--- config.mk ---
export PLATFORM = sky130hd
export DESIGN_NAME = pc_unit
export DESIGN_NICKNAME = d
export VERILOG_FILES = /design/src/rtl/pc_unit.sv
export SDC_FILE = /design/constraint.sdc
export NUM_CORES = 1
export LEC_CHECK = 0
export ABC_AREA = 1
export BUFFER_PORTS_ARGS = -buffer_cell sky130_fd_sc_hd__buf_4
export CORE_MARGIN = 1.5
export CORE_UTILIZATION = 55
export DETAILED_ROUTE_END_ITERATION = 12
export PLACE_DENSITY = 0.83
export REMOVE_ABC_BUFFERS = 1
export SLEW_MARGIN = 25
export SYNTH_ARGS = -nofsm -noshare
export SYNTH_HDL_FRONTEND = slang
export SYNTH_SLANG_ARGS = --single-unit
export TNS_END_PERCENT = 30
--- constraint.sdc ---
create_clock -name clk -period 4.5 [get_ports clk]
set_clock_uncertainty 0.2 [all_clocks]
set_input_delay 0.225 -clock clk [delete_from_list [all_inputs] [get_ports clk]]
set_output_delay 0.225 -clock clk [all_outputs]
set_load 0.01 [all_outputs]
--- src/rtl/pc_unit.sv ---
// pc_unit: program counter for a single-cycle fetch path.
// Selects the next fetch address from the current instruction's control
// fields, rejects illegal targets, and halts on the first rejected target
// until reset. Also counts accepted PC advances.
module pc_unit #(
    parameter logic [31:0] PC_RESET = 32'h0000_3000,
    parameter logic [31:0] PC_LIMIT = 32'h0000_3FFC
) (
    input  logic        clk,
    input  logic        reset,
    input  logic        en,
    input  logic [2:0]  npc_op,
    input  logic [25:0] ins25,
    input  logic [15:0] imm,
    input  logic [31:0] rs_data,
    input  logic [31:0] rt_data,
    output logic [31:0] pc,
    output logic [31:0] pc_plus8,
    output logic        fault,
    output logic [31:0] fetch_cnt
);

    // Next-PC select encoding carried by npc_op.
    typedef enum logic [2:0] {
        OP_SEQ  = 3'd0,
        OP_BEQ  = 3'd1,
        OP_BNE  = 3'd2,
        OP_J    = 3'd3,
        OP_JR   = 3'd4,
        OP_BGEZ = 3'd5,
        OP_BLTZ = 3'd6,
        OP_RSVD = 3'd7
    } npc_op_e;

    // RUN accepts legal targets; HALT freezes the PC until reset.
    typedef enum logic {
        ST_RUN  = 1'b0,
        ST_HALT = 1'b1
    } state_e;

    state_e      state_q, state_d;
    logic [31:0] pc_q, pc_d;
    logic [31:0] cnt_q, cnt_d;

    logic [31:0] pc_plus4;
    logic [31:0] br_target;
    logic [31:0] j_target;
    logic [31:0] next_pc;
    logic        br_taken;
    logic        next_illegal;
    npc_op_e     op;

    assign op = npc_op_e'(npc_op);

    // Address arithmetic: all sums wrap modulo 2^32.
    always_comb begin
        pc_plus4  = pc_q + 32'd4;
        pc_plus8  = pc_q + 32'd8;
        br_target = pc_plus4 + {{14{imm[15]}}, imm, 2'b00};
        j_target  = {pc_plus4[31:28], ins25, 2'b00};
    end

    // Branch condition and next-PC mux; unknown ops fall back to sequential.
    always_comb begin
        // NOTE: every combinational output gets a default first so no path
        // through the case statement can leave it unassigned (latch).
        br_taken = 1'b0;
        next_pc  = pc_plus4;
        unique case (op)
            OP_BEQ:  br_taken = (rs_data == rt_data);
            OP_BNE:  br_taken = (rs_data != rt_data);
            OP_BGEZ: br_taken = ~rs_data[31];
            OP_BLTZ: br_taken = rs_data[31];
            OP_J:    next_pc  = j_target;
            OP_JR:   next_pc  = rs_data;
            OP_SEQ, OP_RSVD: ;
            default: ;
        endcase
        if (br_taken) begin
            next_pc = br_target;
        end
    end

    // Legal targets are word-aligned and inside [PC_RESET, PC_LIMIT].
    always_comb begin
        next_illegal = (next_pc[1:0] != 2'b00) ||
                       (next_pc < PC_RESET)    ||
                       (next_pc > PC_LIMIT);
    end

    // Next-state logic: advance on a legal target, halt on an illegal one,
    // hold on stall or while halted.
    always_comb begin
        state_d = state_q;
        pc_d    = pc_q;
        cnt_d   = cnt_q;
        unique case (state_q)
            ST_RUN: begin
                if (en) begin
                    if (next_illegal) begin
                        state_d = ST_HALT;
                    end else begin
                        pc_d  = next_pc;
                        cnt_d = cnt_q + 32'd1;
                    end
                end
            end
            ST_HALT: ;
            default: state_d = ST_HALT;
        endcase
    end

    // State registers with synchronous reset taking priority over everything.
    always_ff @(posedge clk) begin
        // NOTE: sequential state uses non-blocking assignments so all flops
        // update together from values sampled at the same edge.
        if (reset) begin
            state_q <= ST_RUN;
            pc_q    <= PC_RESET;
            cnt_q   <= 32'd0;
        end else begin
            state_q <= state_d;
            pc_q    <= pc_d;
            cnt_q   <= cnt_d;
        end
    end

    assign pc        = pc_q;
    assign fetch_cnt = cnt_q;
    assign fault     = (state_q == ST_HALT);

endmodule

# Yosys cells after proc, flatten, opt, wreduce, memory -nomap -nowiden
# Cells that the tools add are included.
totals:
  register_bits: 65
  latch_bits: 0
  ramBits: 0
  mem_bits_ro: 0
  input_bits: 112
  out_inout_bits: 97
  wordCells: 30
  memories: 0
classes:
  addsub: 4
  n_mul: 0
  n_div: 0
  magnitude_cmp: 2
  eq_ne: 8
  shifts: 0
  n_mux: 6
  bitwise: 3
  reduce_logical: 4
op_table:
  columns: ["op", "count"]
  rows:
  - ["case mux 32 bit (2 select lines)", 1]
  - ["adder 32 x 1 -> 32 bit, second input constant", 1]
  - ["adder 32 x 3 -> 32 bit, second input constant", 1]
  - ["adder 32 bit", 1]
  - ["adder 32 x 4 -> 32 bit, second input constant", 1]
  - ["== test 32 bit", 1]
  - ["> comparator 32 x 14 -> 1 bit, second input constant", 1]
  - ["less-than comparator 32 x 14 -> 1 bit, second input constant", 1]
  - ["2-to-1 mux 32 bit", 1]
  - ["inequality test 32 bit", 1]
  - ["== test 3 bit, second input constant", 3]
  - ["== test 3 x 2 -> 1 bit, second input constant", 2]
  - ["case mux 1 bit (4 select lines)", 1]
  - ["== test 3 x 1 -> 1 bit, second input constant", 1]
  - ["2-to-1 mux 1 bit", 3]
  - ["inverter 1 bit", 3]
  - ["AND reduction 3 bit", 1]
  - ["logical OR 1 bit", 2]
  - ["nonzero test 2 bit", 1]

# Depth between registers and ports, before layout
depth:
  ltp_word: 9
  mapped_depth: 32
  depth_no_buf: 31

# Least setup slack after synthesis
# No wires, ideal clock.
synth_timing:
  path_kind: "reg-to-reg"
  start: "reg pc_q[2] (netlist: pc[2])"
  end: "reg cnt_q[8] (netlist: fetch_cnt[8])"
  setup_time_ns: 0.113
  arrival_ns: 3.436
  required_ns: 4.187
  slack_ns: 0.751
  stages_incl_launch_ff: 26
  n_path_buf: 1
  period_less_slack_ns: 3.749
  cell_sequence: "dfxtp_1 > ha_1 > inv_1 > nor2_2 > nand2_2 > nor2_1 > xor2_1 > inv_1 > ha_1 > nand2_1 > nor2_1 > inv_1 > nor2_1 > nor2_1 > nand2_1 > xor2_1 > nand2_1 > o21ai_1 > nand2_1 > nor2_1 > nand3_1 > nor2_4 > buf_2 > nand3_1 > nor2_1 > nor2_1"
synth_via:
  elab_chain_len: 8
  word_cells_on_any_way: 10
  classes_between: "add/sub: 2; order compare: 2; mux: 2; bitwise: 1; reduce/logical: 3"
synth_lines:
  columns: ["element", "line", "text"]
  rows:
  - ["from (decl)", "42", "logic [31:0] pc_q, pc_d;"]
  - ["from (signal assigned)", "123", "pc_q <= pc_d;"]
  - ["adder 32 x 3 -> 32 bit (*)", "57", "pc_plus4 = pc_q + 32'd4;"]
  - ["adder 32 bit or case mux 32 bit (2 select lines) (tied branches)", "59, 69", null]
  - ["2-to-1 mux 32 bit (*)", "79", "if (br_taken) begin"]
  - ["less-than comparator 32 x 14 -> 1 bit", "87", "(next_pc < PC_RESET) ||"]
  - ["logical OR 1 bit", "86", "next_illegal = (next_pc[1:0] != 2'b00) ||"]
  - ["logical OR 1 bit (*)", "87", null]
  - ["inverter 1 bit (no line) (*)", null, null]
  - ["AND reduction 3 bit (no line) (*)", null, null]
  - ["to (signal assigned)", "124", "cnt_q <= cnt_d;"]
  - ["to (decl)", "43", "logic [31:0] cnt_q, cnt_d;"]
# Every way passes the cells marked *; elsewhere a longest branch is shown, timed or not.
# A chain may end at the register's enable or synchronous reset.

# Final worst setup path
layout_timing:
  start: "reg pc_q[3] (netlist: pc[3])"
  end: "reg pc_q[9] (netlist: pc[9])"
layout_via:
  elab_chain_len: 8
  word_cells_on_any_way: 10
  classes_between: "add/sub: 2; order compare: 2; mux: 2; bitwise: 1; reduce/logical: 3"
layout_lines:
  columns: ["element", "line"]
  rows:
  - ["adder 32 x 3 -> 32 bit (*)", "57"]
  - ["adder 32 bit or case mux 32 bit (2 select lines) (tied branches)", "59, 69"]
  - ["2-to-1 mux 32 bit (*)", "79"]
  - ["less-than comparator 32 x 14 -> 1 bit", "87"]
  - ["logical OR 1 bit", "86"]
  - ["logical OR 1 bit", "87"]
  - ["inverter 1 bit (no line)", null]
  - ["AND reduction 3 bit (no line)", null]
# Marks and branches as above.

==> metrics.yaml <==
status:
  status: "complete, no violations"
cells_and_area:
  finalNetCount: 1933
  final_util_pct: 73.5
  diodes: 0
  num-fill-cells: 1368
  syn_to_final_growth_pct: 31.6
  drive_gt1_share_pct: 20.2
sta:
  max_freq_ghz: 0.231
  worst_pin_slew_ns: 0.862
  finalHoldViolCount: 0
  slew_viol_final: 0
  max-slew-margin-rel_pct: 42.5
  setup-violations-final: 0
  layout_min_cycle_time_ns: 4.32
  fin_crit_sh_pct: 96.1
  holdWs_ns: 0.0778
synth:
  synth-main-ff-cell: "dfxtp_1"
  synth_commonest_cells: "499 x nand2_1, 246 x inv_1, 197 x nor2_1"
  ys.warnings.count: 0
  synth-edff-count: 0
  synth_async_sr_flop_share_pct: 0
  yosysMostFrequentCell: "nand2_1"
  yosys_register_bits: 65
  synth_top_area_share_pct: 22.2
  avgSynthCellArea_um2: 5.44
  ys_types: 42
  synthTopCellsByArea: "nand2_1 22%, dfxtp_1 15%, inv_1 11%, nor2_1 8.8%, nand4_1 6.5%"
  synth_area_leader_cell: "nand2_1"
  synthesis.area_um2: 8420
  ys_seq_area_share_pct: 15.4
  syn_inst: 1548
global_routing:
  grt_first_pass_wirelength_um: 50600
  overflow: 0
  grtUsageTotal_pct: 40.1
  grt_pass1_vias: 9709
  grt_max_degree: 57
  antenna_found_initial: 0
critical_path:
  startpoint_type: "flop"
  slowest_delay_ns: 0.42
  path_class: "flop to flop"
  r2r_cells: 24
  crit_family: "simple AND/OR/NAND/NOR gates"
  path_cells: "ha_2, nand2_1, inv_1, nand2_1, xor2_1, ha_1, nand2_1, inv_1, nand2_1, nand2_1, a21oi_1, nand2_2, xnor2_1, nand2_1, nand2_1, nand3_1, nor2_1, nand3_1, nor2_4, buf_12, buf_8, buf_4, a21oi_1, nor2_1"
  path_depth: 24
  r2r-start: "pc[3]$_SDFFE_PP0P_"
  crit_top_cell: "nand2_1"
  crit_end: "pc[9]$_SDFFE_PP0P_"
  crit_path_end_kind: "flop"
  regToRegSetupSlack_ns: 0.18
  path_max_fanout: 18
  worst-path-buf-inv: 5
  required_ns: 4.58
  critPathSlowestCell: "xor2_1"
  worst_r2r_endpoint: "pc[9]$_SDFFE_PP0P_"
  critPathArrivalTime_ns: 4.41
  startpoint: "pc[3]$_SDFFE_PP0P_"
drt:
  wire_per_inst_um: 17.0
  wirelength_um: 33600
  first_pass_iters: 7
  drtIter0Drc: 1187
  final_antenna_net_count: 0
  drc: 0
  via_count: 10997
  viasPerCell: 5.56
clock_network:
  htree_levels: 3
  clock_latency_ns: 0.36
  clkTransAtPathRegs_ns: 0.07
  clockBufferDepth: 2
  cts_buffers: 9
  cts.sinks: 65
  cts_tree: "done"
  clock-root-buffer: "clkbuf_16"
floorplanning:
  coreArea_um2: 15100
  die-height_um: 127
  dieArea_um2: 16100
  rows: 45
  die_width_um: 127
  ios: 209
  start_util_pct: 55.8
pwr:
  cellPowerDensity_nw_per_um2: 168
  p_leak_uw: 0.00585
  vdd_drop_max_uv: 189
placement:
  gp_congestion: 1.04
  dp_hpwl_um: 26400
  port_buffers: 208
job:
  drv_cap: 0
worst_hold_path:
  hp-class: "input port to flop"
placed cells by master, fill, tap and decap left out, types with 11 or more instances in the layout:
cell type and n:
nand3_1 107, ha_1 27, xor2_1 36, o21ai_0 25
buf_4 263, o21ai_1 14, nor2_4 11, a21oi_1 37
dfxtp_1 61, inv_1 246, nor2_2 11, nor2_1 185
nor3_1 21, nand4_1 87, nand2_1 492, xnor2_1 36
per-layer routing:
layer  vias to the layer above  wire length [µm]  global-route usage, %
met4                         0              1670                   18.4
li1                       5367                 -                      -
met1                      4919             13900                   54.6
met5                         -                 0                      0
met3                        96              3350                   5.02
met2                       615             14600                   63.2
registers in the layout, summed over array words and instances, names as in the netlist:
name and cells:
fault 1, fetch_cnt 32, pc 32
stage by stage:
step | total power (µW) | instance area, µm² | cells | worst slack [ns] | setup TNS [ns]
after floorplan | 809 | 8180 | 1502 | 0.0306 | 0
after global placement | 1000 | 10500 | 1955 | -0.0761 | -0.258
after detailed placement | 1000 | 10500 | 1955 | -0.112 | -2.34
after CTS | 1840 | 10800 | 1972 | 0.0633 | 0
after global routing | 1920 | 11100 | 1979 | -0.0324 | -0.495
final | 1870 | 11100 | 1979 | 0.177 | 0
report_power, final:
part / switching [µW] / internal (µW)
Clock: 341 / 511
Sequential: 0.925 / 576
Combinational: 258 / 180
Total: 600 / 1270
worst min-delay path by stage:
stage | cells after the start | slack [ns] | from | end
finish | 5 | 0.08 | en | fault$_SDFF_PP0_
global route | 5 | 0.18 | ins25[4] | pc[6]$_SDFFE_PP0P_
CTS | 5 | 0.07 | en | fault$_SDFF_PP0_
detailed placement | 2 | 0.21 | reset | fault$_SDFF_PP0_
global placement | 2 | 0.20 | reset | fault$_SDFF_PP0_
floorplan | 1 | 0.1 | reset | fault$_SDFF_PP0_
worst register-to-register path: stages (launching register included):
cell and delay [ns]:
dfxtp_1 0.38, ha_2 0.25, nand2_1 0.12, inv_1 0.12
nand2_1 0.13, xor2_1 0.42, ha_1 0.37, nand2_1 0.15
inv_1 0.07, nand2_1 0.06, nand2_1 0.06, a21oi_1 0.17
nand2_2 0.13, xnor2_1 0.29, nand2_1 0.10, nand2_1 0.09
nand3_1 0.06, nor2_1 0.12, nand3_1 0.15, nor2_4 0.16
buf_12 0.15, buf_8 0.17, buf_4 0.14, a21oi_1 0.06
nor2_1 0.12
layout make-up:
class | instances | area, µm² | area share, %
Timing Repair Buffer | 272 | 2130 | 19.2
Inverter | 259 | 972 | 8.77
Clock buffer | 10 | 239 | 2.16
Clock inverter | 6 | 97.6 | 0.880
Tap cell | 188 | 235 | 2.12
Sequential cell | 65 | 1310 | 11.8
Multi-Input combinational cell | 1179 | 6110 | 55.1
cell families after synthesis:
family                   count (synthesis)  share of synthesized area (%)
AND/OR/NAND/NOR                        958                           49.3
buffers and inverters                  305                           14.4
AO/OA/AOI/OAI                          104                           7.10
XOR/XNOR                                75                           7.80
flip-flops                              65                           15.4
adder cells (fa/ha/maj)                 35                           5.29
multiplexers                             6                          0.713
repair_timing:
action	in CTS	in global routing
setup buffers	0	4
hold buffers	1	0
gates resized for setup	2	54
endpoints found under the setup margin	54	65
pin swaps	0	5
endpoints found under the hold margin	1	0
cloned	0	3
No activity file was read; power rests on OpenSTA's default activity.
